<file path="config.mk">
export PLATFORM = sky130hd
export DESIGN_NAME = lcd_cmd_issuer
export DESIGN_NICKNAME = d
export VERILOG_FILES = /design/src/rtl/lcd_cmd_issuer.sv
export SDC_FILE = /design/constraint.sdc
export NUM_CORES = 1
export LEC_CHECK = 0
export BUFFER_PORTS_ARGS = -buffer_cell sky130_fd_sc_hd__buf_2
export CAP_MARGIN = 20
export CORE_MARGIN = 4
export CORE_UTILIZATION = 25
export CTS_CLUSTER_DIAMETER = 40
export DETAILED_ROUTE_END_ITERATION = 6
export GPL_TIMING_DRIVEN = 1
export SLEW_MARGIN = 20
export SYNTH_ARGS = -nofsm -noshare
export SYNTH_HDL_FRONTEND = slang
export SYNTH_SLANG_ARGS = --single-unit
</file>
<file path="constraint.sdc">
create_clock -name clk -period 2.1 [get_ports clk]
set_input_delay 0.21 -clock clk [delete_from_list [all_inputs] [get_ports clk]]
set_output_delay 0.21 -clock clk [all_outputs]
set_load 0.05 [all_outputs]
</file>
<file path="src/rtl/lcd_cmd_issuer.sv">
// Queues host commands in a circular FIFO and issues them one at a time to an LCD controller.
// Optional macro LCD_SHIFT_FILTER_EN drops Shift commands that would move the operation point out of 1..7.
module lcd_cmd_issuer #(
    parameter int FIFO_DEPTH = 8
) (
    input  logic       clk,
    input  logic       reset,
    input  logic [3:0] in_cmd,
    input  logic       in_valid,
    output logic       in_ready,
    output logic [3:0] lcd_cmd,
    output logic       lcd_cmd_valid,
    input  logic       lcd_busy,
    input  logic       lcd_done,
    output logic [7:0] issued_cnt,
    output logic       fin
);
    localparam int AW = $clog2(FIFO_DEPTH);
    localparam logic [AW:0] DEPTH_C = (AW+1)'(FIFO_DEPTH);

    // Handshake: a push happens on a rising edge where in_valid=1 and in_ready=1;
    // lcd_cmd_valid is a single-cycle strobe, never raised while lcd_busy=1.
    typedef enum logic [2:0] {
        S_BOOT, S_IDLE, S_ISSUE, S_GUARD, S_WAIT, S_FINISH
    } state_t;

    state_t state;
    state_t state_next;

    logic [3:0]    mem [FIFO_DEPTH];
    logic [AW-1:0] wr_ptr;
    logic [AW-1:0] rd_ptr;
    logic [AW:0]   count;
    logic [3:0]    head;
    logic          push;
    logic          pop;
    logic          load;
    logic          shift_blocked;
    logic          last_write;

    assign head          = mem[rd_ptr];
    assign in_ready      = (count < DEPTH_C) && (state != S_FINISH);
    assign push          = in_valid && in_ready;
    // Every pop consumes the head; only legal commands are loaded for issue.
    assign pop           = (state == S_IDLE) && (count != '0) && !lcd_busy;
    assign load          = pop && (head < 4'd12) && !shift_blocked;
    assign lcd_cmd_valid = (state == S_ISSUE) && !lcd_busy;

`ifdef LCD_SHIFT_FILTER_EN
    logic [2:0] pos_x;
    logic [2:0] pos_y;

    always_comb begin
        shift_blocked = 1'b0;
        case (head)
            4'd1:    shift_blocked = (pos_y == 3'd1);
            4'd2:    shift_blocked = (pos_y == 3'd7);
            4'd3:    shift_blocked = (pos_x == 3'd1);
            4'd4:    shift_blocked = (pos_x == 3'd7);
            default: shift_blocked = 1'b0;
        endcase
    end

    always_ff @(posedge clk or posedge reset) begin
        if (reset) begin
            pos_x <= 3'd4;
            pos_y <= 3'd4;
        end else if (load) begin
            case (head)
                4'd1:    pos_y <= pos_y - 3'd1;
                4'd2:    pos_y <= pos_y + 3'd1;
                4'd3:    pos_x <= pos_x - 3'd1;
                4'd4:    pos_x <= pos_x + 3'd1;
                default: ;
            endcase
        end
    end
`else
    assign shift_blocked = 1'b0;
`endif

    always_ff @(posedge clk) begin
        if (push) begin
            mem[wr_ptr] <= in_cmd;
        end
    end

    always_ff @(posedge clk or posedge reset) begin
        if (reset) begin
            wr_ptr <= '0;
            rd_ptr <= '0;
            count  <= '0;
        end else begin
            if (push) wr_ptr <= wr_ptr + 1'b1;
            if (pop)  rd_ptr <= rd_ptr + 1'b1;
            case ({push, pop})
                2'b10:   count <= count + 1'b1;
                2'b01:   count <= count - 1'b1;
                default: count <= count;
            endcase
        end
    end

    always_ff @(posedge clk or posedge reset) begin
        if (reset) begin
            state      <= S_BOOT;
            lcd_cmd    <= 4'd0;
            last_write <= 1'b0;
            issued_cnt <= 8'd0;
            fin        <= 1'b0;
        end else begin
            state <= state_next;
            if (load) begin
                lcd_cmd    <= head;
                last_write <= (head == 4'd0);
            end
            if (lcd_cmd_valid && issued_cnt != 8'hFF) begin
                issued_cnt <= issued_cnt + 8'd1;
            end
            if (state_next == S_FINISH) begin
                fin <= 1'b1;
            end
        end
    end

    always_comb begin
        state_next = state;
        case (state)
            S_BOOT:   if (!lcd_busy) state_next = S_IDLE;
            S_IDLE:   if (load) state_next = S_ISSUE;
            S_ISSUE:  if (!lcd_busy) state_next = S_GUARD;
            S_GUARD:  state_next = S_WAIT;
            // A Write ends operation: wait for the image write-out, not for busy.
            S_WAIT: begin
                if (last_write) begin
                    if (lcd_done) state_next = S_FINISH;
                end else if (!lcd_busy) begin
                    state_next = S_IDLE;
                end
            end
            S_FINISH: state_next = S_FINISH;
            default:  state_next = S_BOOT;
        endcase
    end
endmodule

</file>
==> reports/results.ini <==
[status]
status=complete, but fails checks
violations=negative setup slack

[synth]
synth_edf_count=32
synth_warnings=0
synth_most_common_cell=edfxtp_1
yosysUniqueCellTypes=37
ys_seq_elements=59
syn-num-nets=186
async_flop_share_pct=45.8
synth_seq_area_share_pct=63.8
yosys-top-cells-area=edfxtp_1 (37%), dfrtp_1 (26%), mux4_1 (4.1%), mux2i_1 (3.5%), xnor2_1 (3.1%)
yosysTopAreaCell=edfxtp_1
synth_top_area_share_pct=37.5
synth_common_cells=edfxtp_1 (32), dfrtp_1 (27), nor2_1 (11)
synth_area_um2=2560
synthFlopType=edfxtp_1
synth_area_per_cell_um2=15.1
synthCells=170

[cells_and_area]
drive_gt1_share_pct=34.7
area_growth_pct=25.9
design_area_um2=3230
instances_no_fill=358
diodes=0
final_nets=237

[route]
via_per_inst=4.22
first_pass_iters=4
drtAntennaViolNets=0
routedWlPerCell_um=12.8
routed_wl_um=4580
drc=0
dr_total_vias=1509
drtIter0Drc=48

[sta]
fin_crit_ps=2120
relSlewSlack_pct=47.9
maxSlewViolCount=0
fmaxAchievable_ghz=0.472
worst_slack_ps=-16.9
setup_viol_count_final=1
period_share_pct=101
rsz0062_at_grt=true
finalClockSkew_ps=4.15
tightest_slew_ps=781
hold_viol=0

[power]
power_density_nw_per_um2=700
peakVddDrop_v=0.000312
p_leak_nw=1.35
p_total_w=0.00226

[min_path]
holdCritPathClass=in2async

[cts]
cts_sinks=59
cts.path.max_buffers=2
tritoncts=done
insertion_delay_ps=330
cts_root_buffer=clkbuf_8
cts_max_level=3
cts_buffers=9
cts_hold_buf=0
cts.clk_slew.worst_paths_ps=60

[die]
num_io_pins=24
dieArea_um2=11900
rows=36
die_h_um=109
core_region_area_um2=9860
initial_core_util_pct=26.0
die_w_um=109

[global_route]
use_met1_pct=11.0
grt_pass1_wl_um=7870
met2_usage_pct=13.8
grt_use_met3_pct=1.72
grt_pass1_vias=1607
antenna_found_initial=0
grt-busiest-layer=met2
grt_max_degree=21
track_usage_pct=8.79
grt_overflow=0

[worst_setup_path]
slowest_stage=or3b_4
cp_data_arrival_time_ps=2330
crit_required_ps=2310
cpPeakStageDelay_ps=410
cp_num_buf_inv=0
reg2reg_slack_ps=-20
critPathKind=reg2reg
startpoint_type=flop
crit_family=simple AND/OR/NAND/NOR gates
setup.worst_path.end_class=flop
crit_top_cell=ha_4
crit_chain=or3b_4 > nor3_4 > ha_4 > ha_4 > a21o_1 > a21oi_2 > xnor2_1 > nor2_1 > xor2_1
crit_fanout=3

[run]
maxCapViolCount=0

[placement]
port_buffers=23
post_dp_cell_area_um2=3040
gp_congestion=0.739
place_inst=343
dp_hpwl_um=3400

-- repair_timing --
| action | CTS | global route |
|---|---|---|
| gates resized for setup | 1 | 0 |
| pin swaps | 2 | 0 |
| hold endpoints to repair | 0 | 0 |
| buffers inserted | 0 | 0 |
| setup endpoints to repair | 2 | 2 |
-- area by class of cell --
class                      count  area (um2)
clock buffer                   9         124
clock inverter                 6        57.6
fill                         970        6640
inverter                       7        26.3
multi-input combinational    101         936
sequential                    59        1640
tap                          133         166
timing repair buffer          43         278
-- routing by layer --
layer	wire length (um)	vias up	part of all wire, %
li1	-	729	-
met1	2110	753	46
met2	2260	18	49
met3	89	9	1.9
met4	121	0	2.6
met5	0	-	0
-- flip-flops by register name, indices dropped and copies added (netlist names) --
register / count
last_write: 1
fin: 1
state: 3
mem: 32
rd_ptr: 3
count: 4
lcd_cmd: 4
issued_cnt: 8
wr_ptr: 3
-- placed cells by master (no fill, tap or decap), types with 2 or more instances in the layout --
cell type | netlist | layout
nor2_1 | 11 | 11
dfrtp_2 | 0 | 2
mux2i_1 | 9 | 9
nor4_1 | 2 | 2
o21ai_0 | 2 | 2
mux2_4 | 2 | 2
clkbuf_8 | 0 | 9
clkinv_1 | 0 | 2
edfxtp_1 | 32 | 32
dfrtp_1 | 27 | 25
ha_4 | 0 | 2
clkinvlp_4 | 0 | 2
xnor2_1 | 9 | 9
nand4_1 | 2 | 2
buf_2 | 0 | 23
nand3_1 | 6 | 6
nand2b_1 | 2 | 2
o21bai_1 | 2 | 2
inv_1 | 7 | 7
buf_4 | 0 | 19
mux4_1 | 4 | 4
mux4_2 | 2 | 2
a21oi_1 | 3 | 2
nand2_1 | 9 | 8
mux2_2 | 5 | 5
nor3_1 | 6 | 6
xor2_1 | 6 | 6
ha_1 | 6 | 4
-- through the flow --
| stage | setup TNS [ps] | hold slack, ps | util (%) | setup WS (ps) |
|---|---|---|---|---|
| 2_1_floorplan | -319 | 263 | - | -201 |
| 3_3_place_gp | -36.1 | 393 | 30.8 | -36.1 |
| 6_report | -16.9 | 18.0 | 32.7 | -16.9 |
| 5_1_grt | -152 | 99.5 | 32.7 | -131 |
| 4_1_cts | -33.4 | 34.6 | 32.7 | -33.4 |
| 3_5_place_dp | -76.5 | 403 | 30.8 | -76.5 |
-- worst paths after layout --
path | startpoint | to | cells past startpoint
max | state[1]$_DFF_PP0_ | count[3]$_DFFE_PP0P_ | 9
min | reset | fin$_DFFE_PP0N_ | 2
max reg2reg | state[1]$_DFF_PP0_ | count[3]$_DFFE_PP0P_ | 9
min reg2reg | fin$_DFFE_PP0N_ | fin$_DFFE_PP0N_ | 1
max in group asynchronous | reset | rd_ptr[0]$_DFFE_PP0P_ | 3
min in group clk | in_cmd[3] | mem[3][3]$_DFFE_PP_ | 1
-- where the power goes --
| part | switching, W | internal (W) |
|---|---|---|
| Combinational | 0.0000424 | 0.0000352 |
| Clock | 0.000419 | 0.000530 |
| Sequential | 0.00000356 | 0.00123 |
-- kinds of logic after synthesis --
group                      count (synthesis)  share of synthesized area [%]
buffers and inverters                     10                           2.39
adders and majority gates                  7                           3.71
muxes                                     22                           12.7
AOI/OAI and AO/OA                         14                           3.51
DFF                                       59                           63.8
and+or+nand+nor                           43                           8.69
xor gates and xnor gates                  15                           5.12
Note: power is estimated with default switching activity, not from simulation.
